### src/rtl/reg_share_arbiter_if.sv
// Requester-side bundle for the shared-register arbiter: four requests with data in,
// one-hot grant/ack plus shared register contents, owner and busy out.
interface reg_share_arbiter_if #(
    parameter int WIDTH = 8
);
    logic [3:0]         req;
    logic [4*WIDTH-1:0] req_data;
    logic [3:0]         gnt;
    logic [3:0]         ack;
    logic [WIDTH-1:0]   Q;
    logic [1:0]         owner;
    logic               busy;

    modport master (
        output req, req_data,
        input  gnt, ack, Q, owner, busy
    );

    modport slave (
        input  req, req_data,
        output gnt, ack, Q, owner, busy
    );
endinterface

### src/rtl/reg_share_arbiter.sv
// Round-robin arbiter and sole writer of a shared WIDTH-bit register: gnt one cycle after a request,
// Q/ack the cycle after that, then HOLD_CYC cycles during which requests are ignored (not queued).
module reg_share_arbiter #(
    parameter int WIDTH    = 8,
    parameter int HOLD_CYC = 2
) (
    input  logic                 clk,
    input  logic                 rst,
    reg_share_arbiter_if.slave   bus
);

    typedef enum logic [1:0] {
        ST_IDLE  = 2'd0,
        ST_GRANT = 2'd1,
        ST_HOLD  = 2'd2
    } state_t;

    state_t           state_q, state_d;
    logic [1:0]       last_q, last_d;
    logic [1:0]       win_q, win_d;
    logic [1:0]       owner_q, owner_d;
    logic [3:0]       hold_q, hold_d;
    logic [3:0]       gnt_q, gnt_d;
    logic [3:0]       ack_q, ack_d;
    logic [WIDTH-1:0] q_q, q_d;
    logic             busy_q, busy_d;

    logic [7:0]       req_dbl;
    logic [3:0]       req_rot;
    logic [1:0]       rot_idx;
    logic [1:0]       pick;

    // Rotate requests so bit 0 is the requester just after the last writer,
    // then the lowest set bit is the round-robin winner.
    always_comb begin
        req_dbl = {bus.req, bus.req};
        req_rot = req_dbl[3'(last_q) + 3'd1 +: 4];
        casez (req_rot)
            4'b???1: rot_idx = 2'd0;
            4'b??10: rot_idx = 2'd1;
            4'b?100: rot_idx = 2'd2;
            default: rot_idx = 2'd3;
        endcase
        pick = last_q + 2'd1 + rot_idx;
    end

    always_ff @(posedge clk or posedge rst) begin
        if (rst) begin
            state_q <= ST_IDLE;
            last_q  <= 2'd3;
            win_q   <= 2'd0;
            owner_q <= 2'd0;
            hold_q  <= 4'd0;
            gnt_q   <= 4'd0;
            ack_q   <= 4'd0;
            q_q     <= '0;
            busy_q  <= 1'b0;
        end else begin
            state_q <= state_d;
            last_q  <= last_d;
            win_q   <= win_d;
            owner_q <= owner_d;
            hold_q  <= hold_d;
            gnt_q   <= gnt_d;
            ack_q   <= ack_d;
            q_q     <= q_d;
            busy_q  <= busy_d;
        end
    end

    always_comb begin
        state_d = state_q;
        case (state_q)
            ST_IDLE:  if (|bus.req) state_d = ST_GRANT;
            ST_GRANT: state_d = bus.req[win_q] ? ST_HOLD : ST_IDLE;
            ST_HOLD:  if (hold_q == 4'd0) state_d = ST_IDLE;
            default:  state_d = ST_IDLE;
        endcase
    end

    // A requester that drops req during GRANT aborts: no write, pointer untouched.
    always_comb begin
        win_d   = win_q;
        last_d  = last_q;
        owner_d = owner_q;
        q_d     = q_q;
        hold_d  = hold_q;
        gnt_d   = 4'd0;
        ack_d   = 4'd0;
        case (state_q)
            ST_IDLE: begin
                if (|bus.req) begin
                    win_d = pick;
                    gnt_d = 4'd1 << pick;
                end
            end
            ST_GRANT: begin
                if (bus.req[win_q]) begin
                    q_d     = bus.req_data[win_q*WIDTH +: WIDTH];
                    ack_d   = 4'd1 << win_q;
                    owner_d = win_q;
                    last_d  = win_q;
                    hold_d  = 4'(HOLD_CYC - 1);
                end
            end
            ST_HOLD: begin
                if (hold_q != 4'd0) hold_d = hold_q - 4'd1;
            end
            default: ;
        endcase
        busy_d = (state_d != ST_IDLE);
    end

    assign bus.gnt   = gnt_q;
    assign bus.ack   = ack_q;
    assign bus.Q     = q_q;
    assign bus.owner = owner_q;
    assign bus.busy  = busy_q;

endmodule

### src/flat_wrapper.sv
// flat-port wrapper written by rule: the top's interface ports become plain ports
module reg_share_arbiter_flat 
#(
    parameter int WIDTH    = 8,
    parameter int HOLD_CYC = 2
)
  (clk, rst, bus_req, bus_req_data, bus_gnt, bus_ack, bus_Q, bus_owner, bus_busy);
  reg_share_arbiter_if #(.WIDTH(WIDTH)) bus_i ();
  input  logic clk;
  input  logic rst;
  input wire logic [$bits(bus_i.req)-1:0] bus_req;
  input wire logic [$bits(bus_i.req_data)-1:0] bus_req_data;
  output wire logic [$bits(bus_i.gnt)-1:0] bus_gnt;
  output wire logic [$bits(bus_i.ack)-1:0] bus_ack;
  output wire logic [$bits(bus_i.Q)-1:0] bus_Q;
  output wire logic [$bits(bus_i.owner)-1:0] bus_owner;
  output wire logic [$bits(bus_i.busy)-1:0] bus_busy;
  assign bus_i.req = bus_req;
  assign bus_i.req_data = bus_req_data;
  assign bus_gnt = bus_i.gnt;
  assign bus_ack = bus_i.ack;
  assign bus_Q = bus_i.Q;
  assign bus_owner = bus_i.owner;
  assign bus_busy = bus_i.busy;
  reg_share_arbiter #(.WIDTH(WIDTH), .HOLD_CYC(HOLD_CYC)) u_core (.clk(clk), .rst(rst), .bus(bus_i));
endmodule
### config.mk
export PLATFORM = sky130hd
export DESIGN_NAME = reg_share_arbiter_flat
export DESIGN_NICKNAME = d
export VERILOG_FILES = /design/src/rtl/reg_share_arbiter_if.sv /design/src/rtl/reg_share_arbiter.sv /design/src/flat_wrapper.sv
export SDC_FILE = /design/constraint.sdc
export NUM_CORES = 1
export LEC_CHECK = 0
export ABC_AREA = 1
export ABC_CLOCK_PERIOD_IN_PS = 2600
export BUFFER_PORTS_ARGS = -buffer_cell sky130_fd_sc_hd__buf_4
export CAP_MARGIN = 40
export CORE_MARGIN = 2
export CORE_UTILIZATION = 50
export DETAILED_ROUTE_END_ITERATION = 16
export HOLD_SLACK_MARGIN = 0.12
export PLACE_DENSITY = 0.89
export SKIP_LAST_GASP = 1
export SYNTH_ARGS = -nofsm -noshare
export SYNTH_HDL_FRONTEND = slang
export SYNTH_SLANG_ARGS = --single-unit
### constraint.sdc
create_clock -name clk -period 2.6 [get_ports clk]
set_input_delay 0.13 -clock clk [delete_from_list [all_inputs] [get_ports clk]]
set_output_delay 0.13 -clock clk [all_outputs]
set_load 0.02 [all_outputs]
Word level (Yosys, flattened, before mapping)
Index checks and enable logic that the tools add are counted.

$add $sub $neg: 4. $mul: 0. Divide/modulo/power cells: 0. Magnitude comparators: 1. Equal/unequal tests: 6. Shift-type cells: 4. Multiplexer cells: 14. Bitwise operators: 0. Reductions and logical operators: 9.

Operator list (count): $shiftx 32x6->8 (1); $mux 4 (6); $pmux 2 s3 (2); $pmux 4 s2 (1); $shiftx 8x4->3 (1); $shl 1x2->4 const A (2); $mux 2 (3); $eq 2x2->1 const B (2); $logic_not 4->1 (1); $ne 2x1->1 const B (2); $reduce_and 2->1 (2); $reduce_bool 2->1 (2); $reduce_bool 4->1 (1); $reduce_or 4->1 (1); $sub 4x1->4 const B (1); $add 2x1->3 const B (1); $eq 3x3->1 const B (1); $lt 2x3->1 const B (1); $reduce_and 3->1 (1); $add 2x1->2 const B (1); $add 2x2->2 (1); $bmux 1 s2 (1); $eq 2x1->1 const B (1); $logic_not 2->1 (1); $mux 1 (1).

Flip-flop bits (word level): 29. Latch bits: 0. Bits in writable memories: 0. Bits in read-only memories: 0. Input bits: 38. Output and inout bits: 19. Memories: 0.

Longest topological paths before layout
Gate-level depths: netlist (run 1).

Depth after elaboration: 8. Mapped depth: 12.

Worst setup path before layout (run 1)
No wires, ideal clock.

Path type: register -> register. Start: register u_core.last_q[0]. End: register u_core.gnt_q[1], in the netlist u_core.bus.gnt[1]. Data arrival time: 1.732 ns. Setup slack: 0.797 ns. Cell stages (with the launch flop): 9. Period minus slack after synthesis: 1.803 ns. Path through: dfstp_2 -> clkbuf_2 -> o21ai_0 -> o21ai_0 -> nor2_1 -> a21oi_1 -> ha_1 -> or2_2 -> nor2_1.

Word-level cells in the longest chain between the ends: 8.

Ends and longest elaborated chain: start, declared (line reg_share_arbiter.sv:19) `logic [1:0] last_q, last_d;`; start signal, assigned (line reg_share_arbiter.sv:60) `last_q <= last_d;`; $add 2x1->3 (line reg_share_arbiter.sv:37) `req_rot = req_dbl[3'(last_q) + 3'd1 +: 4];`; $shiftx 8x4->3 (line reg_share_arbiter.sv:37); $eq 3x3->1 / $eq 2x2->1 (equally long branches) (line reg_share_arbiter.sv:38) `casez (req_rot)`; $pmux 2 s3 (line reg_share_arbiter.sv:38); $add 2x2->2 * (line reg_share_arbiter.sv:44) `pick = last_q + 2'd1 + rot_idx;`; $shl 1x2->4 * (line reg_share_arbiter.sv:94) `gnt_d = 4'd1 << pick;`; $mux 4 * (line reg_share_arbiter.sv:92) `if (|bus.req) begin`; $mux 4 * (line reg_share_arbiter.sv:90) `case (state_q)`; named net u_core.gnt_d[1] (line reg_share_arbiter.sv:23) `logic [3:0] gnt_q, gnt_d;`; end signal, assigned (line reg_share_arbiter.sv:64) `gnt_q <= gnt_d;`; end, declared (line reg_share_arbiter.sv:23).

Mark *: on every way through the listed nets, which the timed path passes. The rest lies on a longest branch. A chain may end at the register's enable or synchronous reset.

Final worst setup path (run 1)
Start: register u_core.win_q[0]. End: register u_core.ack_q[3], in the netlist u_core.bus.ack[3].

Word-level cells in the longest chain between the ends: 4.

Ends and longest elaborated chain: start, declared (line reg_share_arbiter.sv:20) `logic [1:0] win_q, win_d;`; start signal, assigned (line reg_share_arbiter.sv:61) `win_q <= win_d;`; $bmux 1 s2 (line reg_share_arbiter.sv:98) `if (bus.req[win_q]) begin`; $mux 1 (not written as such) (line reg_share_arbiter.sv:98); $mux 4 * (line reg_share_arbiter.sv:98); $mux 4 * (line reg_share_arbiter.sv:90); named net u_core.ack_d[3] (line reg_share_arbiter.sv:24) `logic [3:0] ack_q, ack_d;`; end signal, assigned (line reg_share_arbiter.sv:65) `ack_q <= ack_d;`; end, declared (line reg_share_arbiter.sv:24).

Mark *: on every way through the listed nets, which the timed path passes. The rest lies on a longest branch. The select of a mux whose other input is x is not followed.

==> results.cfg, run 1 <==
[status]
status = complete, no violations

[drt]
drtPass1Iterations = 4
wl_per_cell_um = 13.1
routed_wl_um = 4360
drc_errors = 0
vias = 1680
viasPerCell = 5.05
ant_nets = 0
drt_iter0_markers = 88

[yosys]
synth_top_cell_by_area = dfrtp_1
yosysWarnings = 0
syn_inst = 219
yosysSeqAreaShare_pct = 42.5
synthDistinctLibCells = 25
synth.avg_cell_area_um2 = 7.82
synth_area_leaders = dfrtp_1 (39%), nand2_1 (14%), nand3_1 (7.9%)
syn_area_um2 = 1710
syn-num-nets = 264
netlist.area_leader.share_pct = 39.4
ys_ff_latch = 29

[grt]
grt_pass1_vias = 1605
overflow = 0
grt_max_degree = 26
antenna_found_initial = 0
grtUsageTotal_pct = 24.1
grt_pass1_wl_um = 7210

[sta]
tightest_slew_ns = 0.590
setup_viol = 0
relSlewSlack_pct = 60.6
finClkSkew_ns = 0.0157
rsz0062_at_grt = no
final_hold_viol_count = 0
min_period_ns = 1.94
drv_slew = 0
min_period_over_period_pct = 74.7
tns_ns = 0
fmax_mhz = 515

[placement]
port_buffers = 56
globalplace.congestion = 0.870
post-dp-hpwl_um = 3130

[setup_path]
critPathMaxFanout = 25
critPathKind = flip-flop to flip-flop
critPathLaunchType = flip-flop
critPathArrivalTime_ns = 2.21
cp.required_ns = 2.87
cp-end-kind = flip-flop

[floorplan]
io_pins = 57
start_util_pct = 51.7
core.rowCount = 21
die_w_um = 62.5
die_area_um2 = 3910
die_h_um = 62.5
fp.coreArea_um2 = 3310

[layout]
drive_gt1_share_pct = 33.4
layout_commonest_cell = nand2_1
fin_util_pct = 69.9
final_cell_mix = nand2_1 (64), buf_4 (56), nand3_1 (27), dfrtp_1 (27), inv_1 (21)
insertedDiodeCount = 0
nNetsFinal = 331
area_delta_synth_final_pct = 35.1

[power]
p_per_area_nw_per_um2 = 1130
p_leak_nw = 1.25
peakVddDrop_uv = 640

[clock_tree]
cts-resized-gates = 0
post_cts.repair.setup_buffers = 0
cts-root-buf = clkbuf_4
cts_hold_buf = 9
htreeDepth = 2
worstSkewPairLatency_ns = 0.35
cts_sinks = 29
clk_path_buf_depth = 2
cts_tree = built
cts_made_buffers = 5
clkSlewWorstSetupHoldPaths_ns = 0.10

[min_path]
min_path_type = input port to flip-flop

[flow_run]
drv_cap = 0
## metal layers
metal | global-route usage [%] | part of all wire (%) | vias to the layer above
met3 | 5.41 | 6.1 | 17
li1 | - | - | 832
met4 | 14.4 | 3.5 | 0
met2 | 41.0 | 49 | 64
met1 | 27.5 | 41 | 767
met5 | 0 | 0 | -
## final cells by class
| class | instances | area [um^2] |
|---|---|---|
| Multi-Input combinational cell | 161 | 850 |
| Timing Repair Buffer | 66 | 538 |
| Clock inverter | 3 | 17.5 |
| Clock buffer | 5 | 37.5 |
| Fill cell | 250 | 996 |
| Sequential cell | 29 | 728 |
| Tap cell | 46 | 57.6 |
| Inverter | 23 | 86.3 |
## Yosys cell counts (all sizes together)
master and instances:
or2 1, dfrtp 27, dfstp 2, inv 23, nand2 75, clkbuf 1
xnor2 1, o21ai 15, o22ai 1, nor3 2, nand4 2, xor2 1
a21oi 10, nor2 19, ha 7, nand3 27, buf 5
## path summary, 6_finish.rpt
| path | from | end | slack (ns) | cells after the start |
|---|---|---|---|---|
| max in group asynchronous | rst | u_core.last_q[1] | 1.70 | 4 |
| max | u_core.win_q[0] | u_core.bus.ack[3] | 0.66 | 7 |
| min in group asynchronous | rst | u_core.bus.gnt[2] | 0.36 | 3 |
| max reg2reg | u_core.win_q[0] | u_core.bus.ack[3] | 0.66 | 7 |
| min | bus_req_data[25] | u_core.bus.Q[1] | 0.17 | 5 |
| min reg2reg | u_core.bus.Q[5] | u_core.bus.Q[5] | 0.50 | 2 |
## cell families (layout without fill, tap and decap cells)
group	after synthesis	after routing	synth area share, %
fa+ha+maj	7	7	5.11
buf+inv	29	97	7.89
xor+xnor	2	2	1.02
simple gates	126	126	33.6
flops	29	29	42.5
compound gates	26	26	9.86
## state kept, by name, summed over array words and instances (netlist names)
| name | flops |
|---|---|
| u_core.bus.Q | 8 |
| u_core.bus.ack | 4 |
| u_core.hold_q | 4 |
| u_core.win_q | 2 |
| u_core.last_q | 2 |
| u_core.bus.gnt | 4 |
| u_core.bus.owner | 2 |
| u_core.bus.busy | 1 |
| u_core.state_q | 2 |
## power breakdown
group          internal (mW)  switching [mW]
combinational          0.578           0.941
clock                  0.102           0.172
sequential             0.644           0.177
## worst max-delay path: stages, from the launching register on
cell and delay, ns:
dfrtp_1 0.61, nor2_2 0.43, nand2_2 0.10, nand4_2 0.13, nand2_4 0.22, inv_1 0.16
nand2_2 0.09, nor2_1 0.12
## through the flow
step,instances,setup slack [ns],total power [mW],cell area (um^2),hold WS (ns)
detailed placement,316,0.733,2.32,2170,0.184
floorplan,219,0.797,1.94,1710,0.207
CTS,333,0.682,2.61,2310,0.150
finish,333,0.657,2.61,2310,0.167
global placement,315,0.814,2.25,2140,0.418
global route,333,0.473,2.85,2310,0.181
(Power assumes the default switching activity.)
==> run 2: changes to the inputs <==
--- a/config.mk
+++ b/config.mk
@@ -6,14 +6,14 @@
 export NUM_CORES = 1
 export LEC_CHECK = 0
 export ABC_AREA = 1
-export ABC_CLOCK_PERIOD_IN_PS = 2600
+export ABC_CLOCK_PERIOD_IN_PS = 1700
 export BUFFER_PORTS_ARGS = -buffer_cell sky130_fd_sc_hd__buf_4
 export CAP_MARGIN = 40
 export CORE_MARGIN = 2
-export CORE_UTILIZATION = 50
+export CORE_UTILIZATION = 45
 export DETAILED_ROUTE_END_ITERATION = 16
 export HOLD_SLACK_MARGIN = 0.12
-export PLACE_DENSITY = 0.89
+export PLACE_DENSITY = 0.85
 export SKIP_LAST_GASP = 1
 export SYNTH_ARGS = -nofsm -noshare
 export SYNTH_HDL_FRONTEND = slang
==> constraint.sdc (replaced) <==
create_clock -name clk -period 1.7 [get_ports clk]
set_input_delay 0.085 -clock clk [delete_from_list [all_inputs] [get_ports clk]]
set_output_delay 0.085 -clock clk [all_outputs]
set_load 0.02 [all_outputs]
==> run 2 against run 1 <==
Compared with the run above:
- the flow now finishes with violations (setup timing)
- clock power increased by 95%
- sequential share of layout area decreased by 1.3 points
- count of clock-buffer cells in the layout increased by 1
- routed wire length decreased by 4.0%
- critical endpoint is now u_core.bus.gnt[3]
- die area increased by 10%
- core utilization decreased by 3.9 points
- critical path type unchanged
- worst hold slack got worse by 0.0012 ns
- cell count increased by 3.0%
- first-iteration DRC count increased by 4.5%
==> results.cfg, run 2 (synthesized netlist as in run 1, its figures left out) <==
[setup_path]
critPathLaunchType = flip-flop
r2r_setup_slack_ns = -0.03
cp-end-kind = flip-flop
critPathMaxFanout = 8
critPathKind = flip-flop to flip-flop
critPathArrivalTime_ns = 1.94
cp.required_ns = 1.91

[layout]
drive_gt1_share_pct = 36.9
largest_register_ff_count = 8
final_cell_mix = buf_4 (64), nand2_1 (62), dfrtp_1 (27), nand3_1 (26), inv_1 (20)
nNetsFinal = 339
insertedDiodeCount = 0
design_area_um2 = 2420
layout_commonest_cell = buf_4
final_cell_count_no_fill = 343
fill_cells = 301
area_delta_synth_final_pct = 41.1

[sta]
min_period_over_period_pct = 102
final_hold_viol_count = 0
drv_slew = 0
tns_ns = -0.0500
setup_viol = 2
fmax_mhz = 579
rsz0062_at_grt = yes
tightest_slew_ns = 0.364
min_period_ns = 1.73
setup_slack_ns = -0.0277
finClkSkew_ns = 0.00547
relSlewSlack_pct = 75.7

[grt]
grt_max_degree = 30
antenna_found_initial = 0
use_met2_pct = 36.1
use_met3_pct = 5.48
grt_pass1_vias = 1674
busiest_layer = met2
overflow = 0
grtUsageTotal_pct = 21.5
use_met1_pct = 24.6
grt_pass1_wl_um = 6980

[clock_tree]
cts_tree = built
htreeDepth = 2
post_cts.repair.setup_buffers = 0
cts_sinks = 29
cts_made_buffers = 5
clk_path_buf_depth = 2
clkSlewWorstSetupHoldPaths_ns = 0.06
cts-root-buf = clkbuf_8
worstSkewPairLatency_ns = 0.28

[drt]
wl_per_cell_um = 12.2
drt_iter0_markers = 92
vias = 1671
drtPass1Iterations = 4
ant_nets = 0
drc_errors = 0
routed_wl_um = 4180
viasPerCell = 4.87

[power]
peakVddDrop_uv = 981
p_per_area_nw_per_um2 = 1790
p_leak_nw = 1.31

[min_path]
min_path_type = input port to flip-flop

[status]
violations = setup timing
status = finished, violations left

[flow_run]
drv_cap = 0

[placement]
globalplace.congestion = 0.793
post_dp_cell_area_um2 = 2230
dp.cells = 326
port_buffers = 56
post-dp-hpwl_um = 3050

[floorplan]
fp.coreArea_um2 = 3660
io_pins = 57
die_w_um = 65.7
die_h_um = 65.7
start_util_pct = 46.8
die_area_um2 = 4320
core.rowCount = 22
-- run 2: cell count changes in the layout (fill, tap and decap cells not counted), moves of 2 or more --
cell      before  now
clkbuf_4       5    0
buf_4         56   64
clkbuf_8       0    5
o21ai_0        5    3
nand2_2       10   12
nand2_1       64   62
-- run 2: final timing paths --
path / startpoint / endpoint / depth (start not counted)
max in group asynchronous: rst / u_core.last_q[0] / 4
setup / recovery: u_core.last_q[0] / u_core.bus.gnt[3] / 9
setup reg to reg: u_core.last_q[0] / u_core.bus.gnt[3] / 9
hold reg to reg: u_core.bus.Q[0] / u_core.bus.Q[0] / 2
hold / removal: bus_req_data[16] / u_core.bus.Q[0] / 5
min in group asynchronous: rst / u_core.bus.Q[6] / 4
-- run 2: layout make-up --
type,count,area [um^2],area share [%]
clock buffers,6,72.6,3.00
inverters,23,86.3,3.57
flip-flops and latches,29,728,30.1
multi-input cells,161,868,35.9
clock inverters,2,10.0,0.414
repair buffers,74,591,24.4
well taps,48,60.1,2.49
-- run 2: worst max-delay path, stage by stage (launching register included) --
cell and delay (ns):
dfstp_2 0.61, inv_2 0.06, nand2_2 0.09, nand3_2 0.06, o21ai_1 0.07, nor2_1 0.06, a21oi_1 0.12, ha_1 0.26
or2_4 0.25, nor2_1 0.08
-- run 2: through the flow --
stage	total power [mW]	worst slack [ns]	hold WS [ns]	util, %
after floorplan	3.01	0.000700	0.162	-
after global placement	3.67	-0.00206	0.181	60.9
after detailed placement	3.73	-0.0493	0.190	60.9
after CTS	4.31	0.0115	0.160	65.8
after global routing	4.71	-0.119	0.189	66.0
final	4.32	-0.0277	0.166	66.0
-- run 2: what timing repair did --
action,4_1_cts,5_1_grt
resized for setup,3,3
setup endpoints to repair,3,6
gates cloned,0,0
hold endpoints to repair,35,0
hold buffers,9,0
pin swaps,5,1
-- run 2: per-layer routing --
metal,share of wire [%],wire length [um]
met1,42,1770
met2,50,2100
met3,5.1,213
met4,2.4,102
met5,0,0
-- run 2: where the power goes --
group	total (mW)	internal [mW]	leakage [nW]	switching, mW
sequential	1.21	0.988	0.371	0.219
combinational	2.57	1.05	0.893	1.53
clock	0.534	0.283	0.0450	0.251
